$ cat src/rtl/ins_decoder_pipe.sv
// RV32I instruction field decoder: DEPTH-entry instruction FIFO feeding one registered decode stage.
// Optional `INSDEC_ILLEGAL_CHECK_EN adds a registered 'illegal' flag alongside the decoded fields.
module ins_decoder_pipe #(
  parameter int XLEN  = 32,
  parameter int DEPTH = 4
) (
  input  logic                   clk,
  input  logic                   reset,
  input  logic                   in_valid,
  output logic                   in_ready,
  input  logic [31:0]            instruction,
  output logic                   out_valid,
  input  logic                   out_ready,
  output logic [6:0]             opcode,
  output logic [6:0]             funct7,
  output logic [2:0]             funct3,
  output logic [4:0]             rd,
  output logic [4:0]             rs1,
  output logic [4:0]             rs2,
  output logic [XLEN-1:0]        imm,
  output logic [2:0]             fmt,
  output logic [$clog2(DEPTH):0] count
`ifdef INSDEC_ILLEGAL_CHECK_EN
  ,
  output logic                   illegal
`endif
);

  localparam int PW = $clog2(DEPTH);
  localparam int CW = PW + 1;

  logic [31:0]     r_mem [DEPTH];
  logic [PW-1:0]   r_wrPtr;
  logic [PW-1:0]   r_rdPtr;
  logic [CW-1:0]   r_count;
  logic            r_outValid;
  logic [6:0]      r_opcode;
  logic [6:0]      r_funct7;
  logic [2:0]      r_funct3;
  logic [4:0]      r_rd;
  logic [4:0]      r_rs1;
  logic [4:0]      r_rs2;
  logic [XLEN-1:0] r_imm;
  logic [2:0]      r_fmt;

  logic            w_push;
  logic            w_load;
  logic [31:0]     w_head;
  logic [2:0]      w_fmt;
  logic [31:0]     w_imm32;
  logic [XLEN-1:0] w_imm;

  assign in_ready  = (r_count < CW'(DEPTH));
  assign w_push    = in_valid && in_ready;
  // The head is popped exactly when the output register takes it.
  assign w_load    = (r_count != '0) && (!r_outValid || out_ready);
  assign w_head    = r_mem[r_rdPtr];

  assign out_valid = r_outValid;
  assign opcode    = r_opcode;
  assign funct7    = r_funct7;
  assign funct3    = r_funct3;
  assign rd        = r_rd;
  assign rs1       = r_rs1;
  assign rs2       = r_rs2;
  assign imm       = r_imm;
  assign fmt       = r_fmt;
  assign count     = r_count;

  always_comb begin
    w_fmt = 3'd7;
    case (w_head[6:0])
      7'b0110011:                                     w_fmt = 3'd0;
      7'b0010011, 7'b0000011, 7'b1100111, 7'b1110011: w_fmt = 3'd1;
      7'b0100011:                                     w_fmt = 3'd2;
      7'b1100011:                                     w_fmt = 3'd3;
      7'b0110111, 7'b0010111:                         w_fmt = 3'd4;
      7'b1101111:                                     w_fmt = 3'd5;
      default:                                        w_fmt = 3'd7;
    endcase
  end

  // Every format places instr[31] at bit 31, so one sign extension covers all of them.
  always_comb begin
    w_imm32 = '0;
    case (w_fmt)
      3'd1:    w_imm32 = {{20{w_head[31]}}, w_head[31:20]};
      3'd2:    w_imm32 = {{20{w_head[31]}}, w_head[31:25], w_head[11:7]};
      3'd3:    w_imm32 = {{19{w_head[31]}}, w_head[31], w_head[7], w_head[30:25], w_head[11:8], 1'b0};
      3'd4:    w_imm32 = {w_head[31:12], 12'b0};
      3'd5:    w_imm32 = {{11{w_head[31]}}, w_head[31], w_head[19:12], w_head[20], w_head[30:21], 1'b0};
      default: w_imm32 = '0;
    endcase
    w_imm = XLEN'($signed(w_imm32));
  end

  always_ff @(posedge clk) begin
    if (w_push) r_mem[r_wrPtr] <= instruction;
  end

  always_ff @(posedge clk or posedge reset) begin
    if (reset) begin
      r_wrPtr <= '0;
      r_rdPtr <= '0;
      r_count <= '0;
    end else begin
      if (w_push) r_wrPtr <= r_wrPtr + PW'(1);
      if (w_load) r_rdPtr <= r_rdPtr + PW'(1);
      case ({w_push, w_load})
        2'b10:   r_count <= r_count + CW'(1);
        2'b01:   r_count <= r_count - CW'(1);
        default: r_count <= r_count;
      endcase
    end
  end

  always_ff @(posedge clk or posedge reset) begin
    if (reset) begin
      r_outValid <= 1'b0;
      r_opcode   <= '0;
      r_funct7   <= '0;
      r_funct3   <= '0;
      r_rd       <= '0;
      r_rs1      <= '0;
      r_rs2      <= '0;
      r_imm      <= '0;
      r_fmt      <= '0;
    end else if (w_load) begin
      r_outValid <= 1'b1;
      r_opcode   <= w_head[6:0];
      r_funct7   <= w_head[31:25];
      r_funct3   <= w_head[14:12];
      r_rd       <= w_head[11:7];
      r_rs1      <= w_head[19:15];
      r_rs2      <= w_head[24:20];
      r_imm      <= w_imm;
      r_fmt      <= w_fmt;
    end else if (out_ready) begin
      r_outValid <= 1'b0;
    end
  end

`ifdef INSDEC_ILLEGAL_CHECK_EN
  logic r_illegal;
  assign illegal = r_illegal;

  always_ff @(posedge clk or posedge reset) begin
    if (reset) r_illegal <= 1'b0;
    else if (w_load) r_illegal <= (w_fmt == 3'd7) || (w_head[1:0] != 2'b11);
  end
`endif

endmodule
$ cat config.mk
export PLATFORM = sky130hd
export DESIGN_NAME = ins_decoder_pipe
export DESIGN_NICKNAME = d
export VERILOG_FILES = /design/src/rtl/ins_decoder_pipe.sv
export SDC_FILE = /design/constraint.sdc
export NUM_CORES = 1
export LEC_CHECK = 0
export CORE_ASPECT_RATIO = 1.75
export CORE_MARGIN = 3
export CORE_UTILIZATION = 49
export CTS_CLUSTER_SIZE = 30
export DETAILED_ROUTE_END_ITERATION = 10
export HOLD_SLACK_MARGIN = 0.02
export PLACE_DENSITY_LB_ADDON = 0.1
export REMOVE_ABC_BUFFERS = 1
export SYNTH_ARGS = -nofsm -noshare
export SYNTH_HDL_FRONTEND = slang
export SYNTH_SLANG_ARGS = --single-unit
$ cat constraint.sdc
create_clock -name clk -period 2.3 [get_ports clk]
set_input_delay 0.345 -clock clk [delete_from_list [all_inputs] [get_ports clk]]
set_output_delay 0.345 -clock clk [all_outputs]
set_load 0.1 [all_outputs]
==> results by group <==
Cells and area
  – Area Growth Syn to Fin: 26.1%
  – Nets: 688
  – Layout cells sized above 1: 0.299
  – N_diodes: 0

Synthesis
  – Synth top area share: 0.482
  – Post-synth EDFFs: 128
  – Number of synthesized register bits: approximately 200
  – YS warnings: 0
  – Register area share after synthesis: 0.717
  – Top_reg_cell synth: edfxtp_1
  – Yosys top cell by area: edfxtp_1
  – Distinct cells, synth: 52
  – Commonest cells post-synth: 128 x edfxtp_1, 108 x nand2_1, 75 x dfrtp_1
  – Syn Inst Count: between 500 and 600
  – Mapped Area: between 0.007 and 0.008 sq mm
  – Syn Area/Cell: ~16 sq um
  – Area contributors post-synth: edfxtp_1 48%, dfrtp_1 24%, mux4_2 9.0%, nand2_1 5.1%, a221o_1 1.4%
  – Most numerous cell in the Yosys netlist: edfxtp_1
  – Async S/R FF share, synth: 0.369

Drt
  – Wire length per cell: between 20 and 25 um
  – Drt total wl: around 17 mm
  – Final antenna-violating net count: 0
  – DR DRC count: 0
  – 1st-iter DRT viols: roughly 210
  – DR pass1 iterations: 4
  – Vias/cell: between 5 and 6
  – DR vias: about 4700

Clocking
  – # hold bufs at CTS: 0
  – Later-pin clock latency in the skew report: approximately 480 ps
  – Clock tree buffer depth: 3
  – CTS tree: built
  – CTS H-tree lvls: 1
  – CTS clock-pin slew for the worst setup and hold paths: about 60 ps
  – CTS Buf Count: 19
  – CTS Root Cell: clkbuf_16
  – Sink Count: about 200

Worst setup path
  – CP Data Required Time: about 2700 ps
  – Critical path capture point type: register
  – Slack of the worst reg-to-reg path: ~65 ps
  – R2R Path End: imm[11]
  – R2r startpoint: r_rdPtr[0]
  – Crit Path Max Fanout: 5
  – R2R depth: 6
  – CP Class: register to register
  – Startpoint Class: register
  – Worst Path Arrival: about 2600 ps

Timing
  – Unrepaired setup endpoints after global routing: true
  – Final setup viols: 0
  – Skew final: 10.6 ps
  – FMAX: ~450 MHz
  – Final hold slack: a little under 200 ps
  – Final period utilization: 0.972
  – Final min period: 2240 ps
  – Slew headroom: 0.682
  – Fin Setup TNS: 0 ps
  – Final Hold Vio Count: 0
  – Fin. max-slew vios: 0
  – Worst-margin pin slew: 477 ps

Global routing
  – Grt ovf: 0
  – Vias in the first global route: 5177
  – Largest net degree at the start of global routing: 83
  – All-layer global routing usage: 0.201
  – Initial antenna violation count: 0
  – First-pass GRT wire length: between 20 and 30 mm

Floorplanning
  – Die width: between 100 and 150 um
  – Die Footprint: 0.0179 sq mm
  – Die height: ~170 um
  – # rows: between 60 and 70
  – I/O pin cnt: roughly 110
  – Starting Density: 0.500
  – Core area: 0.0160 sq mm

Worst hold path
  – Worst hold path type: input port to asynchronous set/reset pin

Flow run
  – Max-cap viol count: 0

Placed design
  – HPWL Detailed: 11.5 mm
  – Gpl congestion: 0.850
  – I/O Buffers: between 100 and 150

Status
  – Outcome: finished clean
## worst max-delay path by stage
stage / startpoint / end / slack, ps / cells past startpoint
floorplan: count[2] / count[2] / -1680 / 9
global placement: r_rdPtr[0] / imm[25] / -60 / 6
detailed placement: r_rdPtr[0] / imm[21] / -120 / 6
CTS: r_rdPtr[0] / imm[7] / 4 / 7
global route: r_rdPtr[0] / imm[11] / -40 / 6
finish: r_rdPtr[0] / imm[11] / 60 / 6
## kinds of logic (layout without fill, tap and decap cells)
group / after synthesis / after routing / synth area share
AND/OR/NAND/NOR: 149 / 149 / 0.0842
XOR/XNOR: 7 / 7 / 0.00768
adder cells (fa/ha/maj): 6 / 6 / 0.0103
flip-flops: 203 / 203 / 0.717
buffers and inverters: 44 / 193 / 0.0232
AO/OA/AOI/OAI: 68 / 68 / 0.0663
multiplexers: 33 / 33 / 0.0916
## area by class of cell
cell class	instances	area, sq um
Clock buffer	27	567
Tap cell	189	236
Inverter	16	61.3
Timing Repair Buffer	143	1310
Sequential cell	203	5720
Multi-Input combinational cell	263	2130
Fill cell	1232	5880
Clock inverter	7	41.3
## worst max-delay path, cell delays in order, from the launching register on
cell,delay (ps)
dfrtp_2,440
buf_12,130
mux4_2,550
or3b_4,420
a21oi_4,200
a221oi_2,100
o41ai_2,310
## cell usage in the layout, fill, tap and decap left out, types with 2 or more instances in the layout
cell / instances
a221o_1: 11
clkdlybuf4s50_1: 35
nor3_1: 3
nand2b_1: 3
nand3b_1: 2
dfrtp_2: 2
clkbuf_16: 20
a31oi_1: 3
nor2_1: 5
xnor2_1: 5
o21ai_0: 8
buf_6: 3
nand2_1: 108
mux4_2: 32
clkbuf_1: 3
clkinv_2: 6
buf_4: 94
buf_12: 11
dfrtp_1: 73
edfxtp_1: 128
a22o_1: 6
ha_1: 5
inv_1: 14
a21oi_1: 5
and2_2: 5
o211ai_1: 5
o21ai_1: 9
xor2_1: 2
nand4b_1: 2
a22oi_1: 7
nand3_1: 7
clkbuf_8: 4
## through the flow
step | utilization | worst slack (ps) | cells | instance area (sq um)
after global placement | 0.588 | -59.8 | 812 | 9390
after global routing | 0.631 | -42.0 | 848 | 10100
final | 0.631 | 64.8 | 848 | 10100
after CTS | 0.627 | 4.44 | 846 | 10000
after floorplan | - | -1680 | 482 | 7860
after detailed placement | 0.588 | -116 | 812 | 9390
## sequential cells by signal (all words and copies together), names as in the netlist
signal	flops
rs1	5
count	3
out_valid	1
funct3	3
opcode	7
r_rdPtr	2
funct7	7
rs2	5
r_wrPtr	2
r_mem	128
imm	32
fmt	3
rd	5
## metal layers
metal,part of all wire,global-route usage,up-vias
met5,0,0,-
met4,0.022,0.0564,0
met3,0.036,0.0264,26
met2,0.55,0.361,112
met1,0.39,0.250,2404
li1,-,-,2163
## what timing repair did
action / 4_1_cts / 5_1_grt
endpoints found under the setup margin: 11 / 28
cloned: 0 / 0
setup buffers: 0 / 2
gates resized for setup: 2 / 12
pin swaps: 0 / 5
Power is left out: the tool's default activity adds up to more than one toggle a clock period on the data nets, which glitch-free logic cannot reach.
